--- src/rtl/lcd_scan_timing_gen.sv ---
// lcd_scan_timing_gen: scan/timing generator for a parallel-RGB LCD panel.
// Runs horizontal/vertical counters at clock/CLK_DIV, publishes the current
// (x, y) to the pixel source, and registers colour and sync onto the panel
// pins once per pixel period.
// Optional build macro LCD_TEST_PATTERN_EN adds a test_mode input that
// replaces the colour inputs with 8 vertical colour bars.
module lcd_scan_timing_gen #(
  parameter int unsigned CLK_DIV  = 3,
  parameter int unsigned H_ACTIVE = 480,
  parameter int unsigned H_FRONT  = 2,
  parameter int unsigned H_SYNC   = 41,
  parameter int unsigned H_BACK   = 2,
  parameter int unsigned V_ACTIVE = 272,
  parameter int unsigned V_FRONT  = 2,
  parameter int unsigned V_SYNC   = 10,
  parameter int unsigned V_BACK   = 2
) (
  input  logic       clock,
  input  logic       reset,
`ifdef LCD_TEST_PATTERN_EN
  input  logic       test_mode,
`endif
  output logic [8:0] x,
  output logic [8:0] y,
  output logic       pixel_tick,
  output logic       frame_start,
  input  logic [4:0] red,
  input  logic [5:0] green,
  input  logic [4:0] blue,
  output logic       lcd_clk,
  output logic       lcd_de,
  output logic       lcd_hsync,
  output logic       lcd_vsync,
  output logic [4:0] lcd_red,
  output logic [5:0] lcd_green,
  output logic [4:0] lcd_blue
);

  localparam int unsigned DIV_W = (CLK_DIV > 2) ? $clog2(CLK_DIV) : 1;

  localparam logic [DIV_W-1:0] DIV_LAST = DIV_W'(CLK_DIV - 1);
  localparam logic [DIV_W-1:0] DIV_HALF = DIV_W'(CLK_DIV / 2);

  localparam logic [9:0] H_ACT      = 10'(H_ACTIVE);
  localparam logic [9:0] H_SYNC_BEG = 10'(H_ACTIVE + H_FRONT);
  localparam logic [9:0] H_SYNC_END = 10'(H_ACTIVE + H_FRONT + H_SYNC);
  localparam logic [9:0] H_LAST     = 10'(H_ACTIVE + H_FRONT + H_SYNC + H_BACK - 1);

  localparam logic [8:0] V_ACT      = 9'(V_ACTIVE);
  localparam logic [8:0] V_SYNC_BEG = 9'(V_ACTIVE + V_FRONT);
  localparam logic [8:0] V_SYNC_END = 9'(V_ACTIVE + V_FRONT + V_SYNC);
  localparam logic [8:0] V_LAST     = 9'(V_ACTIVE + V_FRONT + V_SYNC + V_BACK - 1);

  logic [DIV_W-1:0] div_cnt;
  logic [DIV_W-1:0] div_cnt_next;
  logic [9:0]       h_cnt;
  logic [8:0]       v_cnt;
  logic             h_last;
  logic             v_last;
  logic             active;
  logic             h_in_sync;
  logic             v_in_sync;
  logic [4:0]       pix_red;
  logic [5:0]       pix_green;
  logic [4:0]       pix_blue;

  assign pixel_tick   = (div_cnt == DIV_LAST);
  assign div_cnt_next = pixel_tick ? '0 : div_cnt + 1'b1;

  assign h_last      = (h_cnt == H_LAST);
  assign v_last      = (v_cnt == V_LAST);
  assign frame_start = pixel_tick & h_last & v_last;

  assign active    = (h_cnt < H_ACT) && (v_cnt < V_ACT);
  assign h_in_sync = (h_cnt >= H_SYNC_BEG) && (h_cnt < H_SYNC_END);
  assign v_in_sync = (v_cnt >= V_SYNC_BEG) && (v_cnt < V_SYNC_END);

  assign x = active ? h_cnt[8:0] : '0;
  assign y = active ? v_cnt      : '0;

  // Clock divider; lcd_clk is low on the clock the pins update and rises
  // at least one clock later so the panel sees stable data on its edge.
  always_ff @(posedge clock) begin
    if (reset) begin
      div_cnt <= '0;
      lcd_clk <= 1'b0;
    end else begin
      div_cnt <= div_cnt_next;
      lcd_clk <= (div_cnt_next >= DIV_HALF);
    end
  end

  // Horizontal/vertical scan counters, advanced once per pixel.
  always_ff @(posedge clock) begin
    if (reset) begin
      h_cnt <= '0;
      v_cnt <= '0;
    end else if (pixel_tick) begin
      if (h_last) begin
        h_cnt <= '0;
        v_cnt <= v_last ? '0 : v_cnt + 1'b1;
      end else begin
        h_cnt <= h_cnt + 1'b1;
      end
    end
  end

`ifdef LCD_TEST_PATTERN_EN
  logic [2:0] bar;
  assign bar = 3'(x / 9'd60);

  // Colour source: 60-pixel vertical bars in test mode, else the pixel source.
  always_comb begin
    pix_red   = red;
    pix_green = green;
    pix_blue  = blue;
    if (test_mode) begin
      pix_red   = bar[2] ? 5'd31 : 5'd0;
      pix_green = bar[1] ? 6'd63 : 6'd0;
      pix_blue  = bar[0] ? 5'd31 : 5'd0;
    end
  end
`else
  // Colour source: always the external pixel source.
  always_comb begin
    pix_red   = red;
    pix_green = green;
    pix_blue  = blue;
  end
`endif

  // Pin stage: all panel signals registered together, one pixel behind the counters.
  always_ff @(posedge clock) begin
    if (reset) begin
      lcd_de    <= 1'b0;
      lcd_hsync <= 1'b1;
      lcd_vsync <= 1'b1;
      lcd_red   <= '0;
      lcd_green <= '0;
      lcd_blue  <= '0;
    end else if (pixel_tick) begin
      lcd_de    <= active;
      lcd_hsync <= ~h_in_sync;
      lcd_vsync <= ~v_in_sync;
      lcd_red   <= active ? pix_red   : '0;
      lcd_green <= active ? pix_green : '0;
      lcd_blue  <= active ? pix_blue  : '0;
    end
  end

endmodule
--- config.mk ---
export PLATFORM = sky130hd
export DESIGN_NAME = lcd_scan_timing_gen
export DESIGN_NICKNAME = d
export VERILOG_FILES = /design/src/rtl/lcd_scan_timing_gen.sv
export SDC_FILE = /design/constraint.sdc
export NUM_CORES = 1
export LEC_CHECK = 0
export BUFFER_PORTS_ARGS = -buffer_cell sky130_fd_sc_hd__buf_2
export CAP_MARGIN = 40
export CORE_MARGIN = 2
export CORE_UTILIZATION = 45
export CTS_BUF_LIST = sky130_fd_sc_hd__clkbuf_8
export CTS_CLUSTER_DIAMETER = 200
export DETAILED_ROUTE_END_ITERATION = 7
export PLACE_DENSITY_LB_ADDON = 0.08
export REMOVE_ABC_BUFFERS = 1
export SYNTH_ARGS = -nofsm -noshare
export SYNTH_HDL_FRONTEND = slang
export SYNTH_SLANG_ARGS = --single-unit
--- constraint.sdc ---
create_clock -name clock -period 2.3 [get_ports clock]
set_clock_uncertainty 0.1 [all_clocks]
set_input_delay 0.115 -clock clock [delete_from_list [all_inputs] [get_ports clock]]
set_output_delay 0.115 -clock clock [all_outputs]
set_load 0.02 [all_outputs]
==> qor_table.md <==
| Item | This run |
|:---|:---|
| Outcome | finished, final reports clean |
| Relative contribution of the clock network to total power | 40.2% |
| Layout overhead on the synthesized area | 37.1% |
| Hold Path Class | reg -> reg |
| Flip-flop and latch area | 823 sq um |
| Pwr/cell area | 580 nW/um^2 |
| Clock tree from TritonCTS | yes |
| Yosys warning total | 0 |
| Sum of net half-perimeters after detailed placement | 2770 microns |
| Number of failing setup endpoints in the final timing report | 0 |
| TritonCTS Buffers | 5 |
| Core box area | 3940 sq um |
| Sequential area share after synthesis | 45.1% |
| Total area of multi-input combinational cells | 925 sq um |
| Combinational fraction of design power | 8.7% |
| Number of violations of the max-capacitance limit | 0 |
| Initial core utilization | 46.1% |
| Routed wire length per instance | 12.9 microns |
| Mapped Cells | 190 |
| Netlist Area Pre-Place | 1820 sq um |
| Height of the die | 67.6 microns |
| RSZ-0062 raised after global routing | yes |
| Maximum buffer depth of the clock tree | 2 |
| Ranking of synthesized cells by area | sky130_fd_sc_hd__dfxtp_1, sky130_fd_sc_hd__a22o_2, sky130_fd_sc_hd__and2_1, sky130_fd_sc_hd__and2_2, sky130_fd_sc_hd__nor2_1 |
| First-pass GRT wire length | 6330 microns |
| Weighted congestion reported at the end of routability-driven placement | 0.792 |
| Number of input and output port buffers inserted | 57 |
| Cell taking the most area after synthesis | sky130_fd_sc_hd__dfxtp_1 |
| Pins Over Slew Limit | 0 |
| Most frequently used flop master after synthesis | sky130_fd_sc_hd__dfxtp_1 |
| Setup_tns | 0 ps |
| Count of vias placed by the detailed router | 1639 |
| Global-route usage over all layers | 18.6% |
| Final WL | 4170 microns |
| Antenna diode count | 0 |
| Post-layout net count | 295 |
| Post-synthesis average cell area | 9.57 sq um |
| Vias in the first global route | 1430 |
| Count of flip-flops with a built-in enable after synthesis | 0 |
| Yosys top cell area share | 45.1% |
| Clock insertion delay at the later pin of the skew report | 290 ps |
| Average vias per placed instance | 5.06 |
| H-tree level count | 2 |
| Arrival time at the worst endpoint | 2030 ps |
| Clock tree root driver cell | sky130_fd_sc_hd__clkbuf_8 |
| Req. time, crit path | 2090 ps |
| Highest clock frequency the design can meet | 446 MHz |
| Maximum vdd ir drop | 429 uV |
| Residual overflow from global routing | 0 |
| Number of placed I/O pins | 58 |
| Sort of element at the start of the critical path | flop |
| Number of violations reported at the end of detailed-routing iteration 0 | 73 |
| Final antenna-violating net count | 0 |
| First drt pass iteration count | 4 |
| Async set-or-reset flop fraction in the synthesized netlist | 0% |
| Number of distinct standard cells referenced by the synthesized netlist | 35 |
| Post-layout minimum cycle time | 2240 ps |
| Internal portion of total power | 1.12 mW |
| Worst Max-Slew Pin Slew | 401 ps |
| Leakage | 1.09 nW |
| Number of filler instances in the final layout | 354 |
| Floorplan die area | 4570 sq um |
| Post-Place Cell Area | 2150 sq um |
| Clock edge transition at the registers on the reported setup and hold paths | 80 ps |
| Number of hold-slack violations in the final timing report | 0 |
| Clock net sink count | 41 |
| Num rows | 23 |
| Pin count of the biggest net entering global routing | 18 |
| Fraction of the cycle the final worst path needs | 97.4% |
| Die X-Extent | 67.6 microns |
| Net switching fraction of the power | 22.9% |
| Summed area of non-filler cells in the final layout | 2490 sq um |
| Min setup slack post-route | 59.8 ps |
| Critical Path Sink Type | output port |
| Worst slew margin relative to its limit | 73.2% |
| Remaining DRCs | 0 |
| Fraction of layout instances using a drive strength above 1 | 38.7% |
| Setup Crit Path Kind | reg -> out |
| Max FO, Critical Path | 7 |
| Sequential share of power | 51.1% |
| FF+latch count, synth | 41 |
| Pre-CTS worst setup slack | 291 ps |
| Net switching power | 0.331 mW |
| Number of antenna violations at the first check in global routing | 0 |
## synthesized netlist by cell type, types with 2 or more instances
master,count
sky130_fd_sc_hd__dfxtp_1,41
sky130_fd_sc_hd__a22o_2,16
sky130_fd_sc_hd__nor2_1,16
sky130_fd_sc_hd__nand2_1,14
sky130_fd_sc_hd__and2_1,11
sky130_fd_sc_hd__a21oi_1,10
sky130_fd_sc_hd__and2_2,9
sky130_fd_sc_hd__nand4_1,9
sky130_fd_sc_hd__o21ai_0,8
sky130_fd_sc_hd__xor2_1,6
sky130_fd_sc_hd__inv_1,5
sky130_fd_sc_hd__nor3_1,5
sky130_fd_sc_hd__or3_1,5
sky130_fd_sc_hd__ha_1,4
sky130_fd_sc_hd__xnor2_1,4
sky130_fd_sc_hd__and3_1,3
sky130_fd_sc_hd__nand3_1,3
sky130_fd_sc_hd__nor4_1,3
sky130_fd_sc_hd__clkbuf_1,2
## state kept, by name, indices dropped and copies added (netlist names), 2 cells and up
signal and cells:
lcd_green 6, lcd_red 5, lcd_blue 5, div_cnt 2
v_cnt 9, h_cnt 10
## critical path, cell delays in order (launching register included)
cell,delay (ps)
sky130_fd_sc_hd__dfxtp_2,360
sky130_fd_sc_hd__or4_4,550
sky130_fd_sc_hd__a221oi_4,370
sky130_fd_sc_hd__buf_6,170
sky130_fd_sc_hd__and2_2,130
sky130_fd_sc_hd__buf_2,150
## layout make-up
type	count	share of cell area, %
clock inverter	3	1.86
sequential	41	33.0
clock buffer	5	2.76
tap	50	2.51
multi-input combinational	138	37.1
timing repair buffer	81	21.9
inverter	6	0.903
## per-stage QoR
| step | instances | power, mW | hold WS [ps] | util (%) |
|---|---|---|---|---|
| 2_1_floorplan | 185 | 0.813 | 84.1 | - |
| 3_3_place_gp | 297 | 0.858 | 235 | 54.6 |
| 3_5_place_dp | 297 | 0.859 | 242 | 54.6 |
| 4_1_cts | 323 | 1.46 | 363 | 62.1 |
| 5_1_grt | 324 | 1.50 | 376 | 63.2 |
| 6_report | 324 | 1.45 | 357 | 63.2 |
## repair_timing
item | in CTS | in global routing
endpoints found under the hold margin | 20 | 0
buffers inserted | 1 | 0
setup endpoints to repair | 15 | 13
pin swaps | 1 | 1
hold buffers | 17 | 0
gates cloned | 0 | 1
resized for setup | 1 | 17
## per-layer routing
metal  routed length, microns  vias up  GRT usage [%]
met3                      196        5           6.50
met2                     2020       39           31.6
met4                       47        0           6.12
met1                     1900      753           21.8
met5                        0        -              0
li1                         -      842              -
## power by group through the flow
stage | registers (mW) | logic [mW] | clock network, mW
after floorplan | 0.773 | 0.0396 | 0
after global placement | 0.756 | 0.102 | 0
after detailed placement | 0.756 | 0.104 | 0
after CTS | 0.740 | 0.125 | 0.600
after global routing | 0.742 | 0.137 | 0.624
final | 0.740 | 0.126 | 0.581
## kinds of logic (layout without fill, tap and decap cells)
family / count (synthesis) / count (layout) / synth area share, %
xor gates and xnor gates: 10 / 10 / 4.81
buffers and inverters: 11 / 95 / 4.06
and+or+nand+nor: 86 / 86 / 26.8
adders and majority gates: 4 / 4 / 2.75
AOI/OAI and AO/OA: 38 / 38 / 16.4
DFF: 41 / 41 / 45.1
## layout by cell type (no fill, tap or decap)
cell type                       instances
sky130_fd_sc_hd__buf_2                 45
sky130_fd_sc_hd__dfxtp_1               39
sky130_fd_sc_hd__dlygate4sd3_1         17
sky130_fd_sc_hd__buf_4                 17
sky130_fd_sc_hd__nor2_1                16
sky130_fd_sc_hd__a22o_2                16
sky130_fd_sc_hd__nand2_1               14
sky130_fd_sc_hd__and2_1                11
sky130_fd_sc_hd__a21oi_1               10
sky130_fd_sc_hd__and2_2                 9
sky130_fd_sc_hd__nand4_1                9
sky130_fd_sc_hd__o21ai_0                8
sky130_fd_sc_hd__xor2_1                 6
sky130_fd_sc_hd__inv_1                  5
sky130_fd_sc_hd__nor3_1                 5
sky130_fd_sc_hd__or3_1                  5
sky130_fd_sc_hd__clkbuf_8               5
sky130_fd_sc_hd__xnor2_1                4
sky130_fd_sc_hd__ha_1                   4
sky130_fd_sc_hd__and3_1                 3
sky130_fd_sc_hd__nor4_1                 3
sky130_fd_sc_hd__nand3_1                3
sky130_fd_sc_hd__buf_6                  2
sky130_fd_sc_hd__dfxtp_2                2
sky130_fd_sc_hd__nand2b_1               1
sky130_fd_sc_hd__clkinv_1               1
sky130_fd_sc_hd__or4_4                  1
sky130_fd_sc_hd__a221oi_4               1
sky130_fd_sc_hd__nor4b_2                1
sky130_fd_sc_hd__and4b_1                1
sky130_fd_sc_hd__and3_2                 1
sky130_fd_sc_hd__nand3b_1               1
sky130_fd_sc_hd__o21ai_1                1
sky130_fd_sc_hd__or3_2                  1
sky130_fd_sc_hd__or3b_2                 1
sky130_fd_sc_hd__a21o_2                 1
sky130_fd_sc_hd__o311ai_0               1
sky130_fd_sc_hd__bufinv_16              1
sky130_fd_sc_hd__clkinv_4               1
sky130_fd_sc_hd__clkinvlp_4             1
## final timing paths
kind                                       startpoint                         to  slack [ps]  cells after the start
worst max-delay path            v_cnt[4]$_SDFFE_PP0P_                       x[1]          60                      5
worst min-delay path              lcd_de$_SDFFE_PP0P_        lcd_de$_SDFFE_PP0P_         360                      1
worst max register to register  v_cnt[4]$_SDFFE_PP0P_  lcd_green[3]$_SDFFE_PP0P_         160                      6
worst min register to register    lcd_de$_SDFFE_PP0P_        lcd_de$_SDFFE_PP0P_         360                      1
Power figures use the tool's default switching activity.
